===== src/rtl/cmd_rx_core.sv =====
// Receive end of the command sequencer serial link: sync-word hunt, NRZ/Manchester decode,
// MSB-first deserialization and a valid/ready byte stream with frame and error counters.
module cmd_rx_core #(
   parameter int unsigned           SYNC_WIDTH   = 8,
   parameter logic [SYNC_WIDTH-1:0] SYNC_PATTERN = 8'hB2
) (
   input  logic        CMD_CLK_IN,
   input  logic        CMD_RST_N,
   input  logic        CMD_DATA_IN,
   input  logic        CONF_EN,
   input  logic [1:0]  CONF_MODE,
   input  logic [15:0] CONF_FRAME_BITS,
   input  logic        CLR_CNT,
   input  logic        DATA_READY,
   output logic [7:0]  DATA_OUT,
   output logic        DATA_VALID,
   output logic        DATA_LAST,
   output logic        FRAME_START,
   output logic        BUSY,
   output logic        CODE_ERR,
   output logic        OVERFLOW,
   output logic [15:0] FRAME_CNT,
   output logic [7:0]  ERR_CNT
);

   localparam int unsigned RAW_W = 2 * SYNC_WIDTH;

   // Sync word as it appears in the raw half-bit sample stream, first half in the higher bit.
   function automatic logic [RAW_W-1:0] expand_sync(input logic [SYNC_WIDTH-1:0] pat,
                                                    input logic                  thomas);
      logic [RAW_W-1:0] res;
      res = '0;
      for (int unsigned i = 0; i < SYNC_WIDTH; i++) begin
         res[2*i+1] = thomas ? pat[i] : ~pat[i];
         res[2*i]   = thomas ? ~pat[i] : pat[i];
      end
      return res;
   endfunction

   localparam logic [RAW_W-1:0] SYNC_IEEE   = expand_sync(SYNC_PATTERN, 1'b0);
   localparam logic [RAW_W-1:0] SYNC_THOMAS = expand_sync(SYNC_PATTERN, 1'b1);

   typedef enum logic [0:0] {StHunt, StRecv} state_e;

   logic             r_sync1, r_sync2;
   state_e           r_state;
   logic [RAW_W-1:0] r_hunt;
   logic [1:0]       r_mode;
   logic [15:0]      r_frame_bits;
   logic [15:0]      r_bit_cnt;
   logic [7:0]       r_byte;
   logic             r_half;
   logic             r_first;
   logic [7:0]       r_data;
   logic             r_valid;
   logic             r_last;
   logic             r_frame_start;
   logic             r_code_err;
   logic             r_overflow;
   logic [15:0]      r_frame_cnt;
   logic [7:0]       r_err_cnt;

   logic             w_s;
   logic [RAW_W-1:0] w_hunt_nxt;
   logic             w_match;
   logic             w_sync_hit;
   logic             w_manch;
   logic             w_recv_act;
   logic             w_viol;
   logic             w_bit_vld;
   logic             w_bit;
   logic [7:0]       w_byte_nxt;
   logic             w_last;
   logic             w_done;
   logic [2:0]       w_shift;
   logic [7:0]       w_out;
   logic             w_accept;

   always_ff @(posedge CMD_CLK_IN or negedge CMD_RST_N) begin
      if (!CMD_RST_N) begin
         r_sync1 <= 1'b0;
         r_sync2 <= 1'b0;
      end else begin
         r_sync1 <= CMD_DATA_IN;
         r_sync2 <= r_sync1;
      end
   end

   assign w_s        = r_sync2;
   assign w_hunt_nxt = {r_hunt[RAW_W-2:0], w_s};

   always_comb begin
      w_match = 1'b0;
      if (!CONF_MODE[1]) begin
         w_match = (w_hunt_nxt[SYNC_WIDTH-1:0] == SYNC_PATTERN);
      end else if (CONF_MODE[0]) begin
         w_match = (w_hunt_nxt == SYNC_THOMAS);
      end else begin
         w_match = (w_hunt_nxt == SYNC_IEEE);
      end
   end

   assign w_sync_hit = CONF_EN && (r_state == StHunt) && w_match && (CONF_FRAME_BITS != 16'd0);

   // Manchester bits resolve on the second half; the first half is parked in r_first.
   assign w_manch    = r_mode[1];
   assign w_recv_act = CONF_EN && (r_state == StRecv) && (!w_manch || r_half);
   assign w_viol     = w_recv_act && w_manch && (w_s == r_first);
   assign w_bit_vld  = w_recv_act && !w_viol;
   assign w_bit      = (w_manch && r_mode[0]) ? r_first : w_s;
   assign w_byte_nxt = {r_byte[6:0], w_bit};
   assign w_last     = (r_bit_cnt == (r_frame_bits - 16'd1));
   assign w_done     = w_bit_vld && ((r_bit_cnt[2:0] == 3'd7) || w_last);
   assign w_shift    = 3'd7 - r_bit_cnt[2:0];
   assign w_out      = w_byte_nxt << w_shift;
   assign w_accept   = !r_valid || DATA_READY;

   always_ff @(posedge CMD_CLK_IN or negedge CMD_RST_N) begin
      if (!CMD_RST_N) begin
         r_state       <= StHunt;
         r_hunt        <= '0;
         r_mode        <= 2'd0;
         r_frame_bits  <= 16'd0;
         r_bit_cnt     <= 16'd0;
         r_byte        <= 8'd0;
         r_half        <= 1'b0;
         r_first       <= 1'b0;
         r_data        <= 8'd0;
         r_valid       <= 1'b0;
         r_last        <= 1'b0;
         r_frame_start <= 1'b0;
         r_code_err    <= 1'b0;
         r_overflow    <= 1'b0;
         r_frame_cnt   <= 16'd0;
         r_err_cnt     <= 8'd0;
      end else begin
         r_frame_start <= 1'b0;
         r_code_err    <= 1'b0;

         if (r_valid && DATA_READY) begin
            r_valid <= 1'b0;
            r_last  <= 1'b0;
         end
         if (w_done) begin
            if (w_accept) begin
               r_data  <= w_out;
               r_valid <= 1'b1;
               r_last  <= w_last;
            end else begin
               r_overflow <= 1'b1;
            end
         end

         unique case (r_state)
            StHunt: begin
               if (!CONF_EN) begin
                  r_hunt <= '0;
               end else if (w_sync_hit) begin
                  r_hunt        <= '0;
                  r_mode        <= CONF_MODE;
                  r_frame_bits  <= CONF_FRAME_BITS;
                  r_frame_start <= 1'b1;
                  r_bit_cnt     <= 16'd0;
                  r_byte        <= 8'd0;
                  r_half        <= 1'b0;
                  r_state       <= StRecv;
               end else begin
                  r_hunt <= w_hunt_nxt;
               end
            end
            StRecv: begin
               if (!CONF_EN) begin
                  r_state <= StHunt;
               end else if (w_manch && !r_half) begin
                  r_first <= w_s;
                  r_half  <= 1'b1;
               end else begin
                  r_half <= 1'b0;
                  if (w_viol) begin
                     r_state    <= StHunt;
                     r_code_err <= 1'b1;
                     if (r_err_cnt != 8'hFF) r_err_cnt <= r_err_cnt + 8'd1;
                  end else begin
                     r_bit_cnt <= r_bit_cnt + 16'd1;
                     r_byte    <= w_done ? 8'd0 : w_byte_nxt;
                     if (w_done && w_last) begin
                        r_state     <= StHunt;
                        r_frame_cnt <= r_frame_cnt + 16'd1;
                     end
                  end
               end
            end
            default: r_state <= StHunt;
         endcase

         if (CLR_CNT) begin
            r_frame_cnt <= 16'd0;
            r_err_cnt   <= 8'd0;
            r_overflow  <= 1'b0;
         end
      end
   end

   assign DATA_OUT    = r_data;
   assign DATA_VALID  = r_valid;
   assign DATA_LAST   = r_last;
   assign FRAME_START = r_frame_start;
   assign BUSY        = (r_state == StRecv);
   assign CODE_ERR    = r_code_err;
   assign OVERFLOW    = r_overflow;
   assign FRAME_CNT   = r_frame_cnt;
   assign ERR_CNT     = r_err_cnt;

endmodule


===== config.mk =====
export PLATFORM = sky130hd
export DESIGN_NAME = cmd_rx_core
export DESIGN_NICKNAME = d
export VERILOG_FILES = /design/src/rtl/cmd_rx_core.sv
export SDC_FILE = /design/constraint.sdc
export NUM_CORES = 1
export LEC_CHECK = 0
export ABC_AREA = 0
export ABC_CLOCK_PERIOD_IN_PS = 3100
export BUFFER_PORTS_ARGS = -buffer_cell sky130_fd_sc_hd__buf_2
export CAP_MARGIN = 0
export CORE_MARGIN = 1.5
export CORE_UTILIZATION = 35
export CTS_BUF_LIST = sky130_fd_sc_hd__clkbuf_4 sky130_fd_sc_hd__clkbuf_8 sky130_fd_sc_hd__clkbuf_16
export DETAILED_ROUTE_END_ITERATION = 8
export GPL_TIMING_DRIVEN = 0
export PLACE_DENSITY = 0.52
export SLEW_MARGIN = 20
export SYNTH_ARGS = -nofsm -noshare
export SYNTH_HDL_FRONTEND = slang
export SYNTH_SLANG_ARGS = --single-unit

===== constraint.sdc =====
create_clock -name CMD_CLK_IN -period 3.1 [get_ports CMD_CLK_IN]
set_input_delay 0 -clock CMD_CLK_IN [delete_from_list [all_inputs] [get_ports CMD_CLK_IN]]
set_output_delay 0 -clock CMD_CLK_IN [all_outputs]
set_load 0.1 [all_outputs]

==> impl_metrics.tcl <==
set metrics [dict create \
    postSynthCellCount 502 \
    mostFrequentLayoutCell "dfrtp_1" \
    r2r_end "FRAME_CNT[5]" \
    yosysWarnings 0 \
    ys_types 67 \
    gr-total-overflow 0 \
    initial_core_util 0.358 \
    die_w_um 125 \
    routed_wl_um 12600 \
    viasPerCell 5.26 \
    whs_path_depth 3 \
    hold_violations 0 \
    synth_edf_count 0 \
    rows 44 \
    worst-setup-path-type "flop to flop" \
    gp_congestion 0.812 \
    yosysTopAreaCell "dfrtp_1" \
    firstDrtPassIters 4 \
    hp-class "input pin to flop" \
    reg2reg_from "r_frame_bits[0]" \
    maxCapViolations 0 \
    synthFlopType "dfrtp_1" \
    core-area_mm2 0.0145 \
    port_buffers 61 \
    critPathSlowestCell "or4_4" \
    arrival_ns 3.20 \
    async_flop_share 1.00 \
    clockRootBuffer "clkbuf_16" \
    p_total_mw 2.58 \
    slew_headroom 0.611 \
    start_kind "flop" \
    grt_pass1_vias 4095 \
    cts_inserted_buffers 9 \
    clock_latency_ns 0.35 \
    cts_max_level 3 \
    drc_errors 0 \
    fin_worst_skew_ns 0.00729 \
    area_growth_pct 24.4 \
    min_to "r_half" \
    clk_pin_slew_worst_paths_ns 0.07 \
    yosys.area.top_type_share 0.471 \
    instances_no_fill 797 \
    dpl.hpwl_um 8960 \
    wl_per_cell_um 15.8 \
    dr_total_vias 4195 \
    worst-path-buf-inv 2 \
    diodes 0 \
    ios 62 \
    peakVddDrop_v 0.000277 \
    groute.usage.overall 0.166 \
    crit_chain "inv_2 -> ha_4 -> or4b_4 -> nor2_4 -> xnor2_1 -> or4_4 -> nor4_4 -> buf_4 -> nand3_1 -> mux2_1" \
    crit_family "simple AND/OR/NAND/NOR gates" \
    synth.avg_cell_area_um2 10.4 \
    place_inst 748 \
    layout-drive-gt1-share 0.243 \
    ys_seq_area_frac 0.471 \
    crit_fanout 5 \
    antenna_found_initial 0 \
    leakagePower_nw 3.12 \
    period_needed_ns 2.97 \
    first_iter_violations 231 \
    slowest_delay_ns 0.60 \
    slew_viol_final 0 \
    finalSetupViolCount 0 \
    timing.fmax_mhz 336 \
    tightestPinTransition_ns 0.575 \
    reg2regPathDepth 10 \
    die_area_mm2 0.0156 \
    powerDensity_mw_per_mm2 399 \
    cts_buffer_depth 2 \
    antenna_left 0 \
    hold_path_startpoint "CONF_EN" \
    grt_pass1_wl_um 21000 \
    crit_path_end_kind "flop" \
    fp.dieH_um 125 \
    nets 638 \
    tritoncts "yes" \
    synth.net_count 531 \
    netlist_area_mm2 0.00520 \
    grt_max_degree 70 \
    status "finished clean" \
    clock-sinks 98 \
    required_ns 3.33 \
    min_period_over_period 0.959 \
    ff2ff_setup_slack_ns 0.13 \
    synth_area_leaders "dfrtp_1 (47%), mux2_2 (4.5%), a22o_1 (3.9%), xnor2_1 (3.7%), nor2_1 (3.6%)" \
    synth-seq-cells 98 \
    layout_common_cells "dfrtp_1 (98), buf_2 (63), nor2_1 (49)" \
]
[sequential cells by signal, indices dropped and copies added, names as in the netlist]
name / flops
ERR_CNT: 8
r_mode: 2
r_sync2: 1
r_bit_cnt: 16
r_first: 1
BUSY: 1
FRAME_START: 1
OVERFLOW: 1
r_byte: 7
r_frame_bits: 16
DATA_OUT: 8
r_half: 1
DATA_VALID: 1
r_sync1: 1
r_hunt: 15
CODE_ERR: 1
DATA_LAST: 1
FRAME_CNT: 16
[cell usage after synthesis, types with 3 or more instances]
cell type   n
dfrtp_1    98
nor2_1     50
nand2_1    38
a22o_1     23
xnor2_1    22
mux2_2     21
a21oi_1    20
xor2_1     19
inv_1      14
nand3_1    14
and3_1     12
clkbuf_1   12
o21ai_0    12
nor2b_1    10
mux2i_1     9
nand4_1     9
nor3_1      7
nor4_1      7
a31o_2      6
or3_1       6
a31oi_1     5
and2_1      5
ha_1        5
mux2_1      5
nand2b_1    5
buf_1       4
mux2_4      4
or4_1       4
nor4b_1     3
o211ai_1    3
[tightest hold or removal path: stages]
cell and delay, ns:
buf_2 0.12, nand2_1 0.12, o22ai_1 0.10
[per-layer routing]
metal  global-route usage  share of wire  vias to the layer above  wire length, um
li1                     -              -                     2041                -
met1                0.235           0.50                     2062             6320
met3               0.0359          0.040                       16              507
met2                0.254           0.44                       76             5570
met5                    0              0                        -                0
met4               0.0575          0.016                        0              197
[stage by stage]
step                      setup slack, ns  hold slack, ns  area (um2)  TNS, ns  utilization
after floorplan                    0.0318          -0.296        5200        0            -
after global placement             -0.317           0.110        5740    -7.30        0.395
after detailed placement           -0.369          -0.101        5770    -8.29        0.397
after CTS                          0.0327         0.00441        6390        0        0.440
after global routing              -0.0136          0.0451        6470  -0.0136        0.446
final                               0.128          0.0307        6470        0        0.446
[how the worst max path moves through the flow]
stage,start,endpoint,slack [ns],depth (start not counted)
final,r_frame_bits[0],FRAME_CNT[5],0.13,10
after global routing,r_frame_bits[8],FRAME_CNT[5],-0.01,9
after CTS,r_frame_bits[1],FRAME_CNT[5],0.03,10
after global placement,r_frame_bits[0],DATA_OUT[4],-0.32,9
after detailed placement,r_frame_bits[0],FRAME_CNT[8],-0.37,9
after floorplan,r_frame_bits[0],FRAME_CNT[10],0.03,9
[cell families after synthesis]
| group | count (synthesis) | share of synthesized area |
|---|---|---|
| mux | 39 | 0.0851 |
| simple gates | 187 | 0.194 |
| xor+xnor | 41 | 0.0690 |
| compound gates | 98 | 0.141 |
| buf+inv | 34 | 0.0279 |
| fa+ha+maj | 5 | 0.0120 |
| flops | 98 | 0.471 |
[where the power goes]
part           total (mW)  switching, mW  internal (mW)
Sequential           1.29        0.00390           1.28
Combinational      0.0991         0.0569         0.0422
Clock                1.20          0.469          0.729
Total                2.58          0.529           2.05
[area by class of cell]
type                            count  area [um2]
Buffer                             19        96.3
Clock buffer                       12         248
Clock inverter                      3        65.1
Fill cell                        1430        8060
Inverter                           14        52.6
Multi-Input combinational cell    370        2680
Sequential cell                    98        2450
Tap cell                          184         230
Timing Repair Buffer               97         654
[what timing repair did]
action	4_1_cts	5_1_grt
gates cloned	0	0
resized for setup	9	11
buffers inserted	7	7
endpoints found under the setup margin	48	45
pin swaps	2	4
endpoints found under the hold margin	118	0
hold buffers	21	0
No activity file was read; power rests on OpenSTA's default activity.
